**config.mk**
```make
export PLATFORM = sky130hd
export DESIGN_NAME = shared_reg_arbiter
export DESIGN_NICKNAME = d
export VERILOG_FILES = /design/src/rtl/shared_reg_arb_pkg.sv /design/src/rtl/rr_pick.sv /design/src/rtl/shared_reg_arbiter.sv
export SDC_FILE = /design/constraint.sdc
export NUM_CORES = 1
export LEC_CHECK = 0
export ABC_AREA = 0
export CAP_MARGIN = 20
export CORE_AREA = 5 5 58 66
export CTS_CLUSTER_DIAMETER = 200
export DETAILED_ROUTE_END_ITERATION = 7
export DIE_AREA = 0 0 63 71
export GPL_TIMING_DRIVEN = 0
export PLACE_DENSITY = 0.75
export SETUP_SLACK_MARGIN = 0.3
export SYNTH_ARGS = -nofsm -noshare
export SYNTH_HDL_FRONTEND = slang
export SYNTH_SLANG_ARGS = --single-unit
```
**constraint.sdc**
```tcl
create_clock -name clk -period 1.5 [get_ports clk]
set_input_delay 0.225 -clock clk [delete_from_list [all_inputs] [get_ports clk]]
set_output_delay 0.225 -clock clk [all_outputs]
set_load 0.02 [all_outputs]
```
**src/rtl/shared_reg_arb_pkg.sv**
```systemverilog
// shared_reg_arb_pkg: shared types, default sizes and width helper for shared_reg_arbiter
package shared_reg_arb_pkg;
  typedef enum logic {IDLE, GRANT} state_t;
  localparam int N_REQ_DEF = 4;
  localparam int DATA_W_DEF = 8;
  localparam int HOLD_MAX_DEF = 15;
  function automatic int idx_w(input int n);
    return (n > 1) ? $clog2(n) : 1;
  endfunction
endpackage

```
**src/rtl/rr_pick.sv**
```systemverilog
// rr_pick: combinational round-robin picker, first set request scanning from ptr upward with wrap
module rr_pick
  import shared_reg_arb_pkg::*;
#(
  parameter int N_REQ = N_REQ_DEF,
  parameter int IDX_W = idx_w(N_REQ)
) (
  input  logic [N_REQ-1:0] req,
  input  logic [IDX_W-1:0] ptr,
  output logic             any,
  output logic [IDX_W-1:0] winner
);
  logic [IDX_W-1:0] w_idx;
  // scan farthest offset first so the nearest set request is the final assignment
  always_comb begin
    any = 1'b0;
    winner = '0;
    w_idx = '0;
    for (int k = N_REQ - 1; k >= 0; k--) begin
      w_idx = IDX_W'((int'(ptr) + k) % N_REQ);
      if (req[w_idx]) begin
        any = 1'b1;
        winner = w_idx;
      end
    end
  end
endmodule

```
**src/rtl/shared_reg_arbiter.sv**
```systemverilog
// shared_reg_arbiter: round-robin owner of a shared register bank, burst writes until release.
// Optional forced release after HOLD_MAX grant cycles when ARB_TIMEOUT_EN is defined.
module shared_reg_arbiter
  import shared_reg_arb_pkg::*;
#(
  parameter int N_REQ = N_REQ_DEF,
  parameter int DATA_W = DATA_W_DEF,
  parameter int HOLD_MAX = HOLD_MAX_DEF,
  parameter int IDX_W = idx_w(N_REQ)
) (
  input  logic                    clk,
  input  logic                    rst,
  input  logic [N_REQ-1:0]        req,
  input  logic [N_REQ-1:0]        last,
  input  logic [N_REQ*DATA_W-1:0] wdata,
  output logic [N_REQ-1:0]        gnt,
  output logic [IDX_W-1:0]        owner,
  output logic [DATA_W-1:0]       q,
  output logic                    q_valid,
  output logic                    timeout
);
  state_t              r_state;
  logic [N_REQ-1:0]    r_gnt;
  logic [IDX_W-1:0]    r_owner;
  logic [IDX_W-1:0]    r_ptr;
  logic [DATA_W-1:0]   r_q;
  logic                r_q_valid;
  logic                w_any;
  logic [IDX_W-1:0]    w_winner;
  logic                w_own_req;
  logic                w_nat;
  logic                w_force;
  logic                w_rel;
  logic [IDX_W-1:0]    w_nxt_ptr;
  logic [DATA_W-1:0]   w_wdata;
  rr_pick #(.N_REQ(N_REQ), .IDX_W(IDX_W)) u_pick (
    .req(req),
    .ptr(r_ptr),
    .any(w_any),
    .winner(w_winner)
  );
  assign w_own_req = req[r_owner];
  assign w_wdata = wdata[int'(r_owner)*DATA_W +: DATA_W];
  assign w_nat = !w_own_req || last[r_owner];
  assign w_rel = w_nat || w_force;
  assign w_nxt_ptr = (int'(r_owner) == N_REQ - 1) ? '0 : r_owner + 1'b1;
  always_ff @(posedge clk) begin
    if (rst) begin
      r_state <= IDLE;
      r_gnt <= '0;
      r_owner <= '0;
      r_ptr <= '0;
      r_q <= '0;
      r_q_valid <= 1'b0;
    end else begin
      r_q_valid <= (r_state == GRANT) && w_own_req;
      if (r_state == GRANT && w_own_req) r_q <= w_wdata;
      if (r_state == IDLE && w_any) begin
        r_state <= GRANT;
        r_gnt <= N_REQ'(1) << w_winner;
        r_owner <= w_winner;
      end else if (r_state == GRANT && w_rel) begin
        r_state <= IDLE;
        r_gnt <= '0;
        r_ptr <= w_nxt_ptr;
      end
    end
  end
`ifdef ARB_TIMEOUT_EN
  localparam int CNT_W = idx_w(HOLD_MAX + 1);
  logic [CNT_W-1:0] r_hold_cnt;
  logic             r_timeout;
  assign w_force = (r_state == GRANT) && (r_hold_cnt == CNT_W'(HOLD_MAX - 1));
  // counter rests at zero in IDLE so it is already cleared on entry to GRANT
  always_ff @(posedge clk) begin
    if (rst || r_state == IDLE) r_hold_cnt <= '0;
    else r_hold_cnt <= r_hold_cnt + 1'b1;
    r_timeout <= !rst && w_force && !w_nat;
  end
  assign timeout = r_timeout;
`else
  assign w_force = 1'b0;
  assign timeout = 1'b0;
`endif
  assign gnt = r_gnt;
  assign owner = r_owner;
  assign q = r_q;
  assign q_valid = r_q_valid;
endmodule

```
==> impl_results.rst, run 1 <==
.. list-table::
   :header-rows: 1

   * - Metric
     - Value
   * - Result of the run
     - finished, violations left
   * - Violations in the final reports
     - setup timing
   * - Clk sink count
     - 18
   * - Initial antenna violation count
     - 0
   * - Die boundary height
     - 71 um
   * - Layout-stage area growth over the synthesis result
     - 71.4%
   * - Layout Cell Area excl Fill
     - 1730 um^2
   * - Net count after synthesis
     - 140
   * - Clock buffer depth
     - 2
   * - CP Launch Type
     - register
   * - Clock H-tree levels
     - 1
   * - Pin count of the biggest net entering global routing
     - 11
   * - GPL Wtd Cong
     - 0.760
   * - Critical path launch point
     - owner[0]
   * - Via-to-Cell Ratio
     - 5.31
   * - Hold_ws
     - 0.314 ns
   * - Cell Pwr Density
     - 776 nW/um^2
   * - Maximum net fanout on the critical path
     - 4
   * - Final critical delay including setup and external delays
     - between 1.5 and 2 ns
   * - Worst slack after detailed placement
     - -0.566 ns
   * - DRC violation count after routing
     - 0
   * - Total iterations of the first detailed-routing run
     - 4
   * - Clock tree from TritonCTS
     - yes
   * - Clock latency of the later-clocked register in the worst-skew pair
     - 0.30 ns
   * - Worst Hold Class
     - primary input to register
   * - Setup violations, final
     - 10
   * - Total global-route track usage
     - 0.139
   * - Post-route setup slack
     - -0.141 ns
   * - EDFF count, synth
     - 0
   * - Share of the synthesized area in the top cell type
     - 0.357
   * - DR iter-0 viols
     - 50
   * - Utilization after layout
     - 0.547
   * - Number of buffer cells added on primary ports
     - 55
   * - Upper clock frequency limit
     - between 600 and 700 MHz
   * - Net total in the final layout
     - 208
   * - Proportion of layout cells with a drive suffix above 1
     - 0.323
   * - Overall via count from detail_route
     - 1062
   * - Source of the worst register-to-register timing path
     - owner[0]
   * - Number of placement rows
     - 22
   * - Die ar.
     - 4470 um^2
   * - Clock transition at path regs
     - 0.11 ns
   * - Floorplan core area
     - 3170 um^2
   * - Count of final hold-check violations
     - 0
   * - Final period util
     - 1.09
   * - Main flop type after synthesis
     - sky130_fd_sc_hd__dfxtp_1
   * - Setup total negative slack
     - -0.485 ns
   * - Diode insertion count for antenna repair
     - 0
   * - Overall overflow remaining after global route
     - 0
   * - Count of warnings emitted by yosys
     - 0
   * - Root buffer selected by CTS
     - sky130_fd_sc_hd__clkbuf_4
   * - Initial standard-cell utilization of the core
     - 0.319
   * - Placed cell areas
     - roughly 1600 um^2
   * - Element type at the critical path end
     - register
   * - Top area cells in the synthesized netlist
     - sky130_fd_sc_hd__dfxtp_1 36%, sky130_fd_sc_hd__mux4_2 22%, sky130_fd_sc_hd__mux2i_1 7.9%
   * - Commonest cells post-synth
     - 18 x sky130_fd_sc_hd__dfxtp_1, 12 x sky130_fd_sc_hd__nor2_1, 10 x sky130_fd_sc_hd__mux4_2
   * - Vias in the first global route
     - 1028
   * - Number of cells produced by synthesis
     - 97
   * - RSZ-0062 raised after global routing
     - yes
   * - Synth Area per Inst
     - between 10 and 15 um^2
   * - Cell Chain, Critical Path
     - mux4_2, nor2b_4, or4_1, a21oi_1
   * - Final Slew Violations
     - 0
   * - Cell with the biggest individual delay on the critical path
     - sky130_fd_sc_hd__mux4_2
   * - Share of synthesized area occupied by flip-flops and latches
     - 0.357
   * - Synthesis-stage register bit count
     - 18
   * - Number of buffers created by CTS
     - 3
   * - Dpl hpwl
     - 2.50 mm
   * - X dimension of the die
     - about 63 um
   * - Final WL
     - ~3.3 mm
   * - Proportion of register bits with asynchronous set or reset after synthesis
     - 0
   * - Detail-routed net length per standard cell
     - 16.3 um
   * - Post-Syn Area
     - 1010 um^2
   * - IO Count
     - 58
   * - Final antenna-violating net count
     - 0
   * - Peak supply drop
     - just over 0.4 mV
   * - Wire length of the first global-routing pass
     - 4.93 mm
   * - Arr. time, crit path
     - 1.87 ns
   * - MaxCap Viol Count
     - 0
   * - Data required time of the critical path
     - approximately 1.7 ns
   * - CP Class
     - register to register
   * - Synth unique cells
     - 31
   * - Post-synthesis cell type with the largest combined area
     - sky130_fd_sc_hd__dfxtp_1
   * - Cell family contributing the most delay on the critical path
     - simple AND/OR/NAND/NOR gates
   * - Leakage power summed over all cells
     - 0.000718 uW
   * - Critical Path Max Stage Delay
     - 0.51 ns
   * - Source of the worst hold timing path
     - rst
   * - Library cell with the highest instance count after synthesis
     - sky130_fd_sc_hd__dfxtp_1
   * - CP Buf/Inv Count
     - 0
   * - Worst clock skew
     - 0.00796 ns
[cells by family (layout without fill, tap and decap cells)]
family,after synthesis,count (layout),synth area share
adder cells (fa/ha/maj),1,1,0.0124
other,1,1,0.00371
AO/OA/AOI/OAI,17,17,0.114
buffers and inverters,10,76,0.0434
AND/OR/NAND/NOR,32,33,0.167
flip-flops,18,18,0.357
multiplexers,18,18,0.302
[cell usage in the layout, fill, tap and decap left out, types with 2 or more instances in the layout]
master | netlist | routed
sky130_fd_sc_hd__a21oi_1 | 5 | 4
sky130_fd_sc_hd__buf_2 | 2 | 2
sky130_fd_sc_hd__buf_4 | 1 | 10
sky130_fd_sc_hd__clkbuf_2 | 0 | 10
sky130_fd_sc_hd__clkbuf_4 | 0 | 3
sky130_fd_sc_hd__clkdlybuf4s15_1 | 0 | 2
sky130_fd_sc_hd__clkdlybuf4s50_1 | 0 | 36
sky130_fd_sc_hd__dfxtp_1 | 18 | 15
sky130_fd_sc_hd__dfxtp_2 | 0 | 2
sky130_fd_sc_hd__dlygate4sd2_1 | 0 | 4
sky130_fd_sc_hd__inv_1 | 3 | 3
sky130_fd_sc_hd__mux2i_1 | 8 | 7
sky130_fd_sc_hd__mux4_2 | 10 | 10
sky130_fd_sc_hd__nand2_1 | 2 | 2
sky130_fd_sc_hd__nand2b_1 | 2 | 2
sky130_fd_sc_hd__nand3_1 | 4 | 4
sky130_fd_sc_hd__nor2_1 | 12 | 11
sky130_fd_sc_hd__nor2b_1 | 2 | 2
sky130_fd_sc_hd__o21a_1 | 2 | 2
sky130_fd_sc_hd__o21ai_0 | 3 | 3
sky130_fd_sc_hd__o32ai_1 | 4 | 2
sky130_fd_sc_hd__o32ai_2 | 0 | 2
[per-stage QoR]
stage,std cells,power [uW]
after floorplan,97,796
after global placement,188,993
after detailed placement,188,1010
after CTS,195,1310
after global routing,200,1410
final,200,1340
[flip-flops by register name, indices dropped and copies added (netlist names)]
name	flops
owner	2
r_state	1
q_valid	1
q	8
r_ptr	2
gnt	4
[layer usage]
metal | up-vias | GRT usage | share of wire
li1 | 499 | - | -
met2 | 61 | 0.243 | 0.51
met4 | 0 | 0.0708 | 0.024
met1 | 491 | 0.149 | 0.38
met5 | - | 0 | 0
met3 | 11 | 0.0413 | 0.079
[final timing paths]
path / endpoint / slack [ns] / depth (start not counted)
max reg2reg: r_ptr[0] / -0.14 / 4
min: owner[1] / 0.31 / 2
max: r_ptr[0] / -0.14 / 4
min reg2reg: gnt[1] / 0.50 / 2
[what timing repair did]
item | 4_1_cts | 5_1_grt
cloned | 0 | 1
endpoints found under the hold margin | 0 | 0
buffers inserted | 3 | 4
hold buffers | 0 | 0
endpoints found under the setup margin | 33 | 30
resized for setup | 40 | 26
pin swaps | 0 | 3
[final cells by class]
cell class / count / area (um^2)
Inverter: 3 / 11.3
Tap cell: 36 / 45.0
Buffer: 7 / 56.3
Timing Repair Buffer: 62 / 539
Clock buffer: 4 / 36.3
Sequential cell: 18 / 367
Multi-Input combinational cell: 70 / 676
Fill cell: 285 / 1440
[power breakdown]
group	switching (uW)	leakage [uW]	internal, uW
logic	220	0.000549	282
registers	25.1	0.000148	516
clock network	152	0.0000210	148
total	397	0.000718	946
No activity file was read; power rests on OpenSTA's default activity.
==> run 2, diff against run 1 <==
- CORE_AREA: 5 5 58 66 -> 5 5 54 61
- DIE_AREA: 0 0 63 71 -> 0 0 59 66
- DONT_BUFFER_PORTS: default -> 1
- PLACE_DENSITY: 0.75 -> 0.56
==> impl_results.rst, run 2 (synthesized netlist as in run 1, its figures left out) <==
.. list-table::
   :header-rows: 1

   * - Metric
     - Value
   * - CP Launch Type
     - register (unchanged)
   * - Post-route insts no fill
     - 137 (was 200)
   * - Result of the run
     - finished, violations left (unchanged)
   * - Peak supply drop
     - 0.686 mV (was 0.402 mV)
   * - Final WL
     - 2.60 mm (was 3.26 mm)
   * - Maximum net fanout on the critical path
     - 5 (was 4)
   * - Number of buffers created by CTS
     - 3 (unchanged)
   * - MaxCap Viol Count
     - 0 (unchanged)
   * - Flop pwr share
     - 0.513 (was 0.403)
   * - Violations in the final reports
     - setup timing (unchanged)
   * - Leakage power summed over all cells
     - 0.000462 uW (was 0.000718 uW)
   * - Initial standard-cell utilization of the core
     - 0.381 (was 0.319)
   * - Remaining max-slew budget at the tightest pin
     - 0.622
   * - Layout Cell Area excl Fill
     - 1190 um^2 (was 1730 um^2)
   * - IO Count
     - 58 (unchanged)
   * - Placed cell areas
     - 1070 um^2 (was 1630 um^2)
   * - Most frequent cells in the layout
     - 16 x sky130_fd_sc_hd__dfxtp_1, 11 x sky130_fd_sc_hd__nor2_1, 10 x sky130_fd_sc_hd__mux4_2 (was 36 x sky130_fd_sc_hd__clkdlybuf4s50_1, 15 x sky130_fd_sc_hd__dfxtp_1, 11 x sky130_fd_sc_hd__nor2_1)
   * - Cell total after placement
     - 130 (was 188)
   * - Pin count of the biggest net entering global routing
     - 11 (unchanged)
   * - Final antenna-violating net count
     - 0 (unchanged)
   * - Post-route setup slack
     - -0.192 ns (was -0.141 ns)
   * - Slew at the pin closest to its max-slew limit
     - 0.563 ns
   * - Die ar.
     - 3890 um^2 (was 4470 um^2)
   * - DRC violation count after routing
     - 0 (unchanged)
   * - Element type at the critical path end
     - register (unchanged)
   * - Final Slew Violations
     - 0 (unchanged)
   * - Data required time of the critical path
     - 1.73 ns (about the same)
   * - Fillers
     - 268 (was 285)
   * - Via-to-Cell Ratio
     - 5.72 (was 5.31)
   * - Clock transition at path regs
     - 0.10 ns (was 0.11 ns)
   * - Final critical delay including setup and external delays
     - 1.69 ns (was 1.64 ns)
   * - Clock buffer depth
     - 2 (unchanged)
   * - Switching Share
     - 0.309 (was 0.296)
   * - Die boundary height
     - 66 um (was 71 um)
   * - Floorplan core area
     - 2650 um^2 (was 3170 um^2)
   * - Detail-routed net length per standard cell
     - 18.9 um (was 16.3 um)
   * - Arr. time, crit path
     - 1.92 ns (was 1.87 ns)
   * - Clock H-tree levels
     - 1 (unchanged)
   * - Total iterations of the first detailed-routing run
     - 4 (unchanged)
   * - Worst Hold Class
     - primary input to register (unchanged)
   * - Combinational group share of total power
     - 0.270 (was 0.374)
   * - X dimension of the die
     - 59 um (was 63 um)
   * - Root buffer selected by CTS
     - sky130_fd_sc_hd__clkbuf_4 (unchanged)
   * - Vias in the first global route
     - 800 (was 1028)
   * - Number of buffer cells added on primary ports
     - 0 (was 55)
   * - Initial antenna violation count
     - 0 (unchanged)
   * - Layout-stage area growth over the synthesis result
     - 17.7% (was 71.4%)
   * - Number of flip-flops in the largest register
     - 8 (unchanged)
   * - Worst clock skew
     - 0.00471 ns (was 0.00796 ns)
   * - Count of final hold-check violations
     - 0 (unchanged)
   * - CP Class
     - register to register (unchanged)
   * - Utilization after layout
     - 0.448 (was 0.547)
   * - Clk sink count
     - 18 (unchanged)
   * - Most frequent standard cell in the layout excluding fill and tap cells
     - sky130_fd_sc_hd__dfxtp_1 (was sky130_fd_sc_hd__clkdlybuf4s50_1)
   * - NetSw
     - 349 uW (was 397 uW)
   * - Total global-route track usage
     - 0.135 (was 0.139)
   * - Proportion of power drawn by the clock network
     - 0.216 (was 0.223)
   * - Sequential standard cell area
     - 368 um^2 (was 367 um^2)
   * - Setup violations, final
     - 16 (was 10)
   * - Overall overflow remaining after global route
     - 0 (unchanged)
   * - Net total in the final layout
     - 148 (was 208)
   * - Overall via count from detail_route
     - 783 (was 1062)
   * - Final period util
     - 1.13 (was 1.09)
   * - Cell Pwr Density
     - 950 nW/um^2 (was 776 nW/um^2)
   * - Upper clock frequency limit
     - 591 MHz (was 609 MHz)
   * - Area of the multi-input gates
     - 669 um^2 (was 676 um^2)
   * - Dpl hpwl
     - 2.05 mm (was 2.50 mm)
   * - GPL Wtd Cong
     - 0.740 (was 0.760)
   * - Clock tree from TritonCTS
     - yes (unchanged)
   * - Internal power summed over all cells
     - 780 uW (was 946 uW)
   * - Wire length of the first global-routing pass
     - 3.90 mm (was 4.93 mm)
   * - Proportion of layout cells with a drive suffix above 1
     - 0.308 (was 0.323)
   * - DR iter-0 viols
     - 11 (was 50)
   * - RSZ-0062 raised after global routing
     - yes (unchanged)
   * - Clock latency of the later-clocked register in the worst-skew pair
     - 0.29 ns (was 0.30 ns)
   * - Diode insertion count for antenna repair
     - 0 (unchanged)
   * - Number of placement rows
     - 20 (was 22)
==> run 2: cell types whose count changed in the layout (fill, tap and decap cells not counted), sizes merged <==
cell	delta
buf	-9
clkdlybuf4s15	-3
clkbuf	-8
dlygate4sd2	-4
clkdlybuf4s50	-36
==> run 2: power by group through the flow <==
stage               clock network, uW  logic (uW)  registers [uW]
CTS                               253         298             581
global route                      278         331             586
detailed placement                  0         252             592
global placement                    0         245             591
floorplan                           0         214             582
finish                            244         305             580
==> run 2: final timing paths <==
check                start       end  slack, ns  depth (start not counted)
hold / removal      req[3]    gnt[0]       0.23                          3
setup / recovery  owner[0]  r_ptr[0]      -0.19                          4
setup reg to reg  owner[0]  r_ptr[0]      -0.19                          4
hold reg to reg   r_ptr[1]  r_ptr[1]       0.54                          2
==> run 2: routing by layer <==
layer / part of all wire / wire length, um / track usage
met5: 0 / 0 / 0
met1: 0.34 / 892 / 0.136
met2: 0.54 / 1400 / 0.242
met4: 0.0050 / 13 / 0.0170
met3: 0.11 / 289 / 0.0820
==> run 2: per-stage QoR <==
step | TNS, ns | setup slack, ns | power [uW] | hold slack, ns
after CTS | -1.71 | -0.195 | 1130 | 0.216
after global routing | -2.71 | -0.254 | 1200 | 0.224
after detailed placement | -1.80 | -0.202 | 844 | 0.504
after floorplan | -0.153 | -0.122 | 796 | 0.462
after global placement | -1.62 | -0.181 | 836 | 0.489
final | -1.49 | -0.192 | 1130 | 0.228
==> run 2: cell type report <==
class / instances / share of cell area
multi-input combinational: 70 / 0.563
sequential: 18 / 0.309
buffer: 7 / 0.0484
tap: 33 / 0.0347
clock buffer: 4 / 0.0221
timing repair buffer: 2 / 0.0126
inverter: 3 / 0.00947
==> run 2: worst max-delay path, cell delays in order (launching register included) <==
cell and delay [ns]:
sky130_fd_sc_hd__dfxtp_4 0.43, sky130_fd_sc_hd__mux4_2 0.53, sky130_fd_sc_hd__nor2b_4 0.14, sky130_fd_sc_hd__or4_4 0.41
sky130_fd_sc_hd__a21oi_2 0.12
==> run 2: timing repair <==
| item | 4_1_cts | 5_1_grt |
|---|---|---|
| pin swaps | 3 | 0 |
| buffers inserted | 2 | 0 |
| hold buffers | 0 | 0 |
| cloned | 1 | 0 |
| setup endpoints to repair | 18 | 18 |
| gates resized for setup | 9 | 5 |
